### config.mk
export PLATFORM = sky130hd
export DESIGN_NAME = eth_tx_framer_flat
export DESIGN_NICKNAME = d
export VERILOG_FILES = /design/src/rtl/eth_tx_framer_if.sv /design/src/rtl/eth_tx_framer.sv /design/src/flat_wrapper.sv
export SDC_FILE = /design/constraint.sdc
export NUM_CORES = 1
export LEC_CHECK = 0
export ABC_AREA = 1
export BUFFER_PORTS_ARGS = -buffer_cell sky130_fd_sc_hd__buf_2
export CAP_MARGIN = 20
export CORE_MARGIN = 5
export CORE_UTILIZATION = 60
export DETAILED_ROUTE_END_ITERATION = 8
export PLACE_DENSITY_LB_ADDON = 0.25
export SYNTH_ARGS = -nofsm -noshare
export SYNTH_HDL_FRONTEND = slang
export SYNTH_SLANG_ARGS = --single-unit
### constraint.sdc
create_clock -name clk -period 3.25 [get_ports clk]
set_input_delay 0.65 -clock clk [delete_from_list [all_inputs] [get_ports clk]]
set_output_delay 0.65 -clock clk [all_outputs]
set_load 0.005 [all_outputs]
### src/rtl/eth_tx_framer_if.sv
// Framer-side bus: upstream FIFO read port, frame-ready strobe, MAC byte stream and status.
// master = framer, slave = FIFO/MAC environment.
interface eth_tx_framer_if;
  logic       frame_ready;
  logic [8:0] frame_len;
  logic       fifo_empty;
  logic [7:0] read_data;
  logic       read_enable;
  logic       read_start;
  logic       read_error;
  logic       tx_valid;
  logic [7:0] tx_data;
  logic       tx_ready;
  logic       tx_err;
  logic       busy;

  modport master (
    input  frame_ready, frame_len, fifo_empty, read_data, tx_ready,
    output read_enable, read_start, read_error, tx_valid, tx_data, tx_err, busy
  );

  modport slave (
    output frame_ready, frame_len, fifo_empty, read_data, tx_ready,
    input  read_enable, read_start, read_error, tx_valid, tx_data, tx_err, busy
  );
endinterface

### src/rtl/eth_tx_framer.sv
// Ethernet TX framer: preamble, SFD, FIFO payload, CRC-32 FCS, IFG. One output register;
// a byte is loaded whenever the slot is free (!tx_valid | tx_ready), so MAC stalls hold the pipe.
module eth_tx_framer #(
  parameter int unsigned PREAMBLE_LEN   = 7,
  parameter int unsigned IFG_CYCLES     = 12,
  parameter int unsigned UNDERRUN_LIMIT = 255
) (
  input logic             clk,
  input logic             n_rst,
  eth_tx_framer_if.master bus
);

  localparam int PW = (PREAMBLE_LEN   > 1) ? $clog2(PREAMBLE_LEN)   : 1;
  localparam int IW = (IFG_CYCLES     > 1) ? $clog2(IFG_CYCLES)     : 1;
  localparam int UW = (UNDERRUN_LIMIT > 1) ? $clog2(UNDERRUN_LIMIT) : 1;

  localparam logic [PW-1:0] PRE_LAST = PW'(PREAMBLE_LEN - 1);
  localparam logic [IW-1:0] IFG_LAST = IW'(IFG_CYCLES - 1);
  localparam logic [UW-1:0] UR_LAST  = UW'(UNDERRUN_LIMIT - 1);

  typedef enum logic [2:0] {
    S_IDLE, S_PREAMBLE, S_SFD, S_PAYLOAD, S_FCS, S_IFG
  } state_t;

  state_t        state, state_n;
  logic [8:0]    remaining;
  logic [PW-1:0] pre_cnt;
  logic [1:0]    fcs_idx;
  logic [IW-1:0] ifg_cnt;
  logic [UW-1:0] ur_cnt;
  logic [31:0]   crc;
  logic [31:0]   fcs_word;
  logic          tx_valid_q;
  logic [7:0]    tx_data_q;

  logic          slot_free;
  logic          start;
  logic          pop;
  logic          starve;
  logic          abort;
  logic          ifg_tick;
  logic          load_en;
  logic [7:0]    load_dat;

  // Reflected CRC-32, one input bit per iteration, LSB first.
  function automatic logic [31:0] crc_byte(input logic [31:0] c, input logic [7:0] d);
    logic [31:0] r;
    r = c;
    for (int i = 0; i < 8; i++) begin
      if (r[0] ^ d[i]) r = (r >> 1) ^ 32'hEDB8_8320;
      else             r = r >> 1;
    end
    return r;
  endfunction

  assign slot_free = !tx_valid_q || bus.tx_ready;
  assign start     = (state == S_IDLE) && bus.frame_ready && (bus.frame_len != 9'd0);
  assign pop       = (state == S_PAYLOAD) && slot_free && !bus.fifo_empty;
  assign starve    = (state == S_PAYLOAD) && slot_free && bus.fifo_empty;
  assign abort     = starve && (ur_cnt == UR_LAST);
  // IFG time only runs once the final byte has left the output register.
  assign ifg_tick  = (state == S_IFG) && !tx_valid_q;
  assign fcs_word  = ~crc;

  // State register
  always_ff @(posedge clk or negedge n_rst) begin
    if (!n_rst) state <= S_IDLE;
    else        state <= state_n;
  end

  // Next-state logic
  always_comb begin
    state_n = state;
    case (state)
      S_IDLE:     if (start) state_n = S_PREAMBLE;
      S_PREAMBLE: if (slot_free && (pre_cnt == PRE_LAST)) state_n = S_SFD;
      S_SFD:      if (slot_free) state_n = S_PAYLOAD;
      S_PAYLOAD: begin
        if (pop && (remaining == 9'd1)) state_n = S_FCS;
        else if (abort)                 state_n = S_IFG;
      end
      S_FCS:      if (slot_free && (fcs_idx == 2'd3)) state_n = S_IFG;
      S_IFG:      if (ifg_tick && (ifg_cnt == IFG_LAST)) state_n = S_IDLE;
      default:    state_n = S_IDLE;
    endcase
  end

  // Output logic
  always_comb begin
    bus.read_enable = pop;
    bus.read_start  = 1'b0;
    bus.read_error  = abort;
    bus.tx_err      = abort;
    bus.busy        = (state != S_IDLE);
    load_en         = 1'b0;
    load_dat        = 8'h00;
    case (state)
      S_PREAMBLE: begin
        load_en  = slot_free;
        load_dat = 8'h55;
      end
      S_SFD: begin
        load_en        = slot_free;
        load_dat       = 8'hD5;
        bus.read_start = slot_free;
      end
      S_PAYLOAD: begin
        load_en  = pop;
        load_dat = bus.read_data;
      end
      S_FCS: begin
        load_en  = slot_free;
        load_dat = fcs_word[{fcs_idx, 3'b000} +: 8];
      end
      default: ;
    endcase
  end

  // Output register: reload when free, otherwise drain once the MAC takes the byte.
  always_ff @(posedge clk or negedge n_rst) begin
    if (!n_rst) begin
      tx_valid_q <= 1'b0;
      tx_data_q  <= 8'h00;
    end else if (load_en) begin
      tx_valid_q <= 1'b1;
      tx_data_q  <= load_dat;
    end else if (slot_free) begin
      tx_valid_q <= 1'b0;
    end
  end

  assign bus.tx_valid = tx_valid_q;
  assign bus.tx_data  = tx_data_q;

  // Frame counters and running CRC
  always_ff @(posedge clk or negedge n_rst) begin
    if (!n_rst) begin
      remaining <= 9'd0;
      pre_cnt   <= '0;
      fcs_idx   <= 2'd0;
      ifg_cnt   <= '0;
      ur_cnt    <= '0;
      crc       <= 32'hFFFF_FFFF;
    end else begin
      if (start) begin
        remaining <= bus.frame_len;
        pre_cnt   <= '0;
        fcs_idx   <= 2'd0;
        ifg_cnt   <= '0;
        ur_cnt    <= '0;
        crc       <= 32'hFFFF_FFFF;
      end
      if ((state == S_PREAMBLE) && slot_free) pre_cnt <= pre_cnt + 1'b1;
      if (pop) begin
        remaining <= remaining - 9'd1;
        crc       <= crc_byte(crc, bus.read_data);
        ur_cnt    <= '0;
      end else if (starve && !abort) begin
        ur_cnt <= ur_cnt + 1'b1;
      end
      if ((state == S_FCS) && slot_free) fcs_idx <= fcs_idx + 2'd1;
      if (ifg_tick) ifg_cnt <= ifg_cnt + 1'b1;
    end
  end

endmodule

### src/flat_wrapper.sv
// flat-port wrapper written by rule: the top's interface ports become plain ports
module eth_tx_framer_flat 
#(
  parameter int unsigned PREAMBLE_LEN   = 7,
  parameter int unsigned IFG_CYCLES     = 12,
  parameter int unsigned UNDERRUN_LIMIT = 255
)
  (clk, n_rst, bus_frame_ready, bus_frame_len, bus_fifo_empty, bus_read_data, bus_tx_ready, bus_read_enable, bus_read_start, bus_read_error, bus_tx_valid, bus_tx_data, bus_tx_err, bus_busy);
  eth_tx_framer_if bus_i ();
  input logic clk;
  input logic n_rst;
  input wire logic [$bits(bus_i.frame_ready)-1:0] bus_frame_ready;
  input wire logic [$bits(bus_i.frame_len)-1:0] bus_frame_len;
  input wire logic [$bits(bus_i.fifo_empty)-1:0] bus_fifo_empty;
  input wire logic [$bits(bus_i.read_data)-1:0] bus_read_data;
  input wire logic [$bits(bus_i.tx_ready)-1:0] bus_tx_ready;
  output wire logic [$bits(bus_i.read_enable)-1:0] bus_read_enable;
  output wire logic [$bits(bus_i.read_start)-1:0] bus_read_start;
  output wire logic [$bits(bus_i.read_error)-1:0] bus_read_error;
  output wire logic [$bits(bus_i.tx_valid)-1:0] bus_tx_valid;
  output wire logic [$bits(bus_i.tx_data)-1:0] bus_tx_data;
  output wire logic [$bits(bus_i.tx_err)-1:0] bus_tx_err;
  output wire logic [$bits(bus_i.busy)-1:0] bus_busy;
  assign bus_i.frame_ready = bus_frame_ready;
  assign bus_i.frame_len = bus_frame_len;
  assign bus_i.fifo_empty = bus_fifo_empty;
  assign bus_i.read_data = bus_read_data;
  assign bus_i.tx_ready = bus_tx_ready;
  assign bus_read_enable = bus_i.read_enable;
  assign bus_read_start = bus_i.read_start;
  assign bus_read_error = bus_i.read_error;
  assign bus_tx_valid = bus_i.tx_valid;
  assign bus_tx_data = bus_i.tx_data;
  assign bus_tx_err = bus_i.tx_err;
  assign bus_busy = bus_i.busy;
  eth_tx_framer #(.PREAMBLE_LEN(PREAMBLE_LEN), .IFG_CYCLES(IFG_CYCLES), .UNDERRUN_LIMIT(UNDERRUN_LIMIT)) u_core (.clk(clk), .n_rst(n_rst), .bus(bus_i));
endmodule
==> results <==
- The diode insertion count for antenna repair is 0.
- The area growth from synthesis to layout is 8.42%.
- The effective utilization at floorplan is 0.618.
- The final-report max-slew violation count is 0.
- The number of nets handed over by synthesis was 709.
- The share of synthesized area in the top cell type comes to 0.198.
- The worst IR drop on VDD is 292 µV.
- The number of global-route vias before repair is 4,321.
- The number of placement rows is 32.
- The number of nets with antenna violations after detailed routing is 0.
- Of the cells placed in the final design, the portion with a size suffix greater than 1 is 0.158.
- Yosys attributes the largest share of cell area to sky130_fd_sc_hd__dfrtp_1 (20%), sky130_fd_sc_hd__dfstp_2 (18%), sky130_fd_sc_hd__nand2_1 (15%).
- The clock root buffer is sky130_fd_sc_hd__clkbuf_8.
- Clock-pin slew was measured on the worst setup and hold paths at 0.08 ns.
- The global-route usage over all layers is 0.251.
- The via count normalized by instance count is 5.50.
- In this run the deepest clock path goes through 2 buffers.
- Setup repair after global routing left no endpoint under its margin.
- The largest net degree at the start of global routing is 42.
- The leading register cell type out of synthesis is sky130_fd_sc_hd__dfrtp_1.
- The path type of the worst setup path is reg2out.
- The number of setup buffers added after CTS is 0.
- Counting flops with a built-in enable in the synthesized netlist gives 0.
- The worst slew slack as a fraction of its limit is 0.592.
- The cell area power density is 930 nW/µm².
- The worst register-to-register path has a setup slack of 1.14 ns.
- For this run, the top clock speed supported by timing is 0.392 GHz.
- The CTS H-tree depth is 3.
- The wire length of the first global-routing pass is 20,300 µm.
- The die covers 9890 µm².
- The final layout contains 743 nets.
- The later pin in the worst-skew pair is clocked with a latency of 0.34 ns.
- The total overflow reported by the global router is 0.
- The required time of the critical path is 2.60 ns.
- In this run, CTS created clock tree buffers numbering 9.
- The class of the most critical hold timing path is in2async.
- The post-cts resize count is 0.
- The count of different cell masters after synthesis is 42.
- The count of endpoints failing hold in the final timing report came to 0.
- Of the synthesized area, sequential elements account for 0.373.
- Setup violations remaining at the end of the flow were counted as 0.
- The initial antenna violation count is 0.
- The count of buffers added on input and output ports is 35.
- In the final routed layout, each cell accounts on average for 14.5 µm.
- The synthesis warning total is 0.
- The pre-antenna-repair detailed-routing pass consisted of 7 iterations.
- Along the worst path, the maximum fanout reaches 11.
- The total wirelength of the detailed-routed design is 11,900 µm.
- The critical path data arrival time is 1.90 ns.
- The library cells used most frequently in the layout, excluding fill and tap cells, are sky130_fd_sc_hd__nand2_1 (193), sky130_fd_sc_hd__inv_1 (103), sky130_fd_sc_hd__o21ai_0 (54).
- The cell count after synthesis came out at 679.
- After floorplanning, the core was sized to cover 7770 µm².
- STA classifies the critical path startpoint as a register.
- For this run, design rule violations remaining after detail routing come to 0.
- Hold repair after CTS inserted 0 buffers.
- The reported leakage power is 2.72 nW.
- The final period demand of the worst path is 2.55 ns.
- The number of storage elements in the synthesis netlist is 70.
- The flow ran to the end, and the final reports show no timing, DRC or antenna violations.
- Counting every sink on the clock net gives 70.
- The final core area utilization is 0.670.
- The starting DRC count in detailed routing is 345.
- For this run, asynchronously set or reset flops after synthesis account for 1.00.
- The aggregate negative setup slack is 0 ns.
- The die outline height is 99.4 µm.
- The die span in x is 99.4 µm.
- STA classifies the critical path endpoint as an output pin.
- The max capacitance violation total is 0.
- Detailed placement finished with a half-perimeter wire length of 8630 µm.
- The number of top-level pins is 36.
- In this run the cell area of the synthesized design comes to 4800 µm².
- At the end of routability-driven placement, the weighted congestion stood at 0.968.
- The final period utilization is 0.784.
- The worst-case clock skew is 0.00903 ns.
- TritonCTS built the clock tree.
- A synthesized cell averages 7.07 µm².
- The synthesized design spends more area on one cell type than any other, namely sky130_fd_sc_hd__dfrtp_1.
- The slew at the pin with the worst max-slew slack is 0.612 ns.
- The library cell used most frequently in the layout, excluding fill and tap cells, is sky130_fd_sc_hd__nand2_1.
- The total via count after detailed routing is 4,508.
-- metrics by stage --
stage | setup slack [ns] | hold slack, ns | cells | power [W] | instance area [µm²]
floorplan | 1.40 | 0.354 | 679 | 0.00356 | 4800
global placement | 0.901 | 0.463 | 804 | 0.00406 | 5040
detailed placement | 0.772 | 0.468 | 804 | 0.00416 | 5040
CTS | 0.706 | 0.293 | 819 | 0.00480 | 5200
global route | 0.533 | 0.300 | 819 | 0.00529 | 5200
finish | 0.702 | 0.280 | 819 | 0.00484 | 5200
-- worst paths after layout --
check / startpoint / end / cells after the start
min in group clk: u_core.ifg_cnt[3] / u_core.ifg_cnt[3] / 1
worst max-delay path: u_core.state[2] / bus_read_error / 6
worst min register to register: u_core.ifg_cnt[3] / u_core.ifg_cnt[3] / 1
max in group asynchronous: n_rst / u_core.crc[28] / 2
worst min-delay path: n_rst / u_core.bus.tx_data[1] / 2
worst max register to register: u_core.state[1] / u_core.ur_cnt[2] / 9
-- sequential cells by signal, indices dropped and copies added, names as in the netlist --
signal,count
u_core.crc,32
u_core.remaining,9
u_core.bus.tx_data,8
u_core.ur_cnt,8
u_core.ifg_cnt,4
u_core.pre_cnt,3
u_core.state,3
u_core.fcs_idx,2
u_core.bus.tx_valid,1
-- cells by family (layout without fill, tap and decap cells) --
group                      after synthesis  after routing  synth area share
and+or+nand+nor                        317            317             0.286
AOI/OAI and AO/OA                      125            125             0.146
buffers and inverters                  123            161             0.105
DFF                                     70             70             0.373
xor gates and xnor gates                36             36            0.0688
adders and majority gates                8              8            0.0209
-- where the power goes --
group | total (W) | internal (W) | switching (W)
sequential | 0.00161 | 0.00132 | 0.000296
clock | 0.000624 | 0.000271 | 0.000352
combinational | 0.00260 | 0.000868 | 0.00173
total | 0.00484 | 0.00246 | 0.00238
-- synthesized netlist by cell type, types with 2 or more instances --
cell type,instances
sky130_fd_sc_hd__xnor2_1,7
sky130_fd_sc_hd__a21oi_2,3
sky130_fd_sc_hd__buf_2,5
sky130_fd_sc_hd__nand2_2,3
sky130_fd_sc_hd__nor2_4,3
sky130_fd_sc_hd__dfstp_2,32
sky130_fd_sc_hd__inv_1,103
sky130_fd_sc_hd__clkbuf_1,4
sky130_fd_sc_hd__a21oi_1,37
sky130_fd_sc_hd__o31ai_1,3
sky130_fd_sc_hd__or2_1,2
sky130_fd_sc_hd__or2_2,5
sky130_fd_sc_hd__nand3_1,47
sky130_fd_sc_hd__nor2_1,47
sky130_fd_sc_hd__o221ai_1,2
sky130_fd_sc_hd__nand2_1,193
sky130_fd_sc_hd__nand4_1,4
sky130_fd_sc_hd__buf_6,3
sky130_fd_sc_hd__o21ai_1,5
sky130_fd_sc_hd__nor3_1,5
sky130_fd_sc_hd__buf_4,3
sky130_fd_sc_hd__a211oi_1,6
sky130_fd_sc_hd__o22ai_1,4
sky130_fd_sc_hd__a31oi_1,6
sky130_fd_sc_hd__inv_2,3
sky130_fd_sc_hd__nand2_4,2
sky130_fd_sc_hd__dfrtp_1,38
sky130_fd_sc_hd__nor2_2,2
sky130_fd_sc_hd__o21ai_0,54
sky130_fd_sc_hd__xor2_1,27
sky130_fd_sc_hd__o211ai_1,3
sky130_fd_sc_hd__ha_1,8
-- worst max-delay path, stage by stage, from the launching register on --
cell	delay, ns
sky130_fd_sc_hd__dfrtp_1	0.44
sky130_fd_sc_hd__inv_2	0.11
sky130_fd_sc_hd__nand3_2	0.10
sky130_fd_sc_hd__inv_1	0.31
sky130_fd_sc_hd__nand3_1	0.20
sky130_fd_sc_hd__nor2_1	0.25
sky130_fd_sc_hd__buf_2	0.16
-- layer usage --
metal | part of all wire | GRT usage | vias to the layer above | wire, µm
met2 | 0.45 | 0.387 | 165 | 5300
li1 | - | - | 2228 | -
met4 | 0.021 | 0.0935 | 0 | 250
met3 | 0.067 | 0.0337 | 33 | 791
met5 | 0 | 0 | - | 0
met1 | 0.47 | 0.360 | 2082 | 5520
-- final cells by class --
class / instances / area, µm²
multi-input combinational: 486 / 2500
tap: 102 / 128
sequential: 70 / 1790
inverter: 108 / 408
fill: 710 / 2560
clock buffer: 9 / 124
clock inverter: 6 / 38.8
timing repair buffer: 38 / 210
Note: power is estimated with default switching activity, not from simulation.
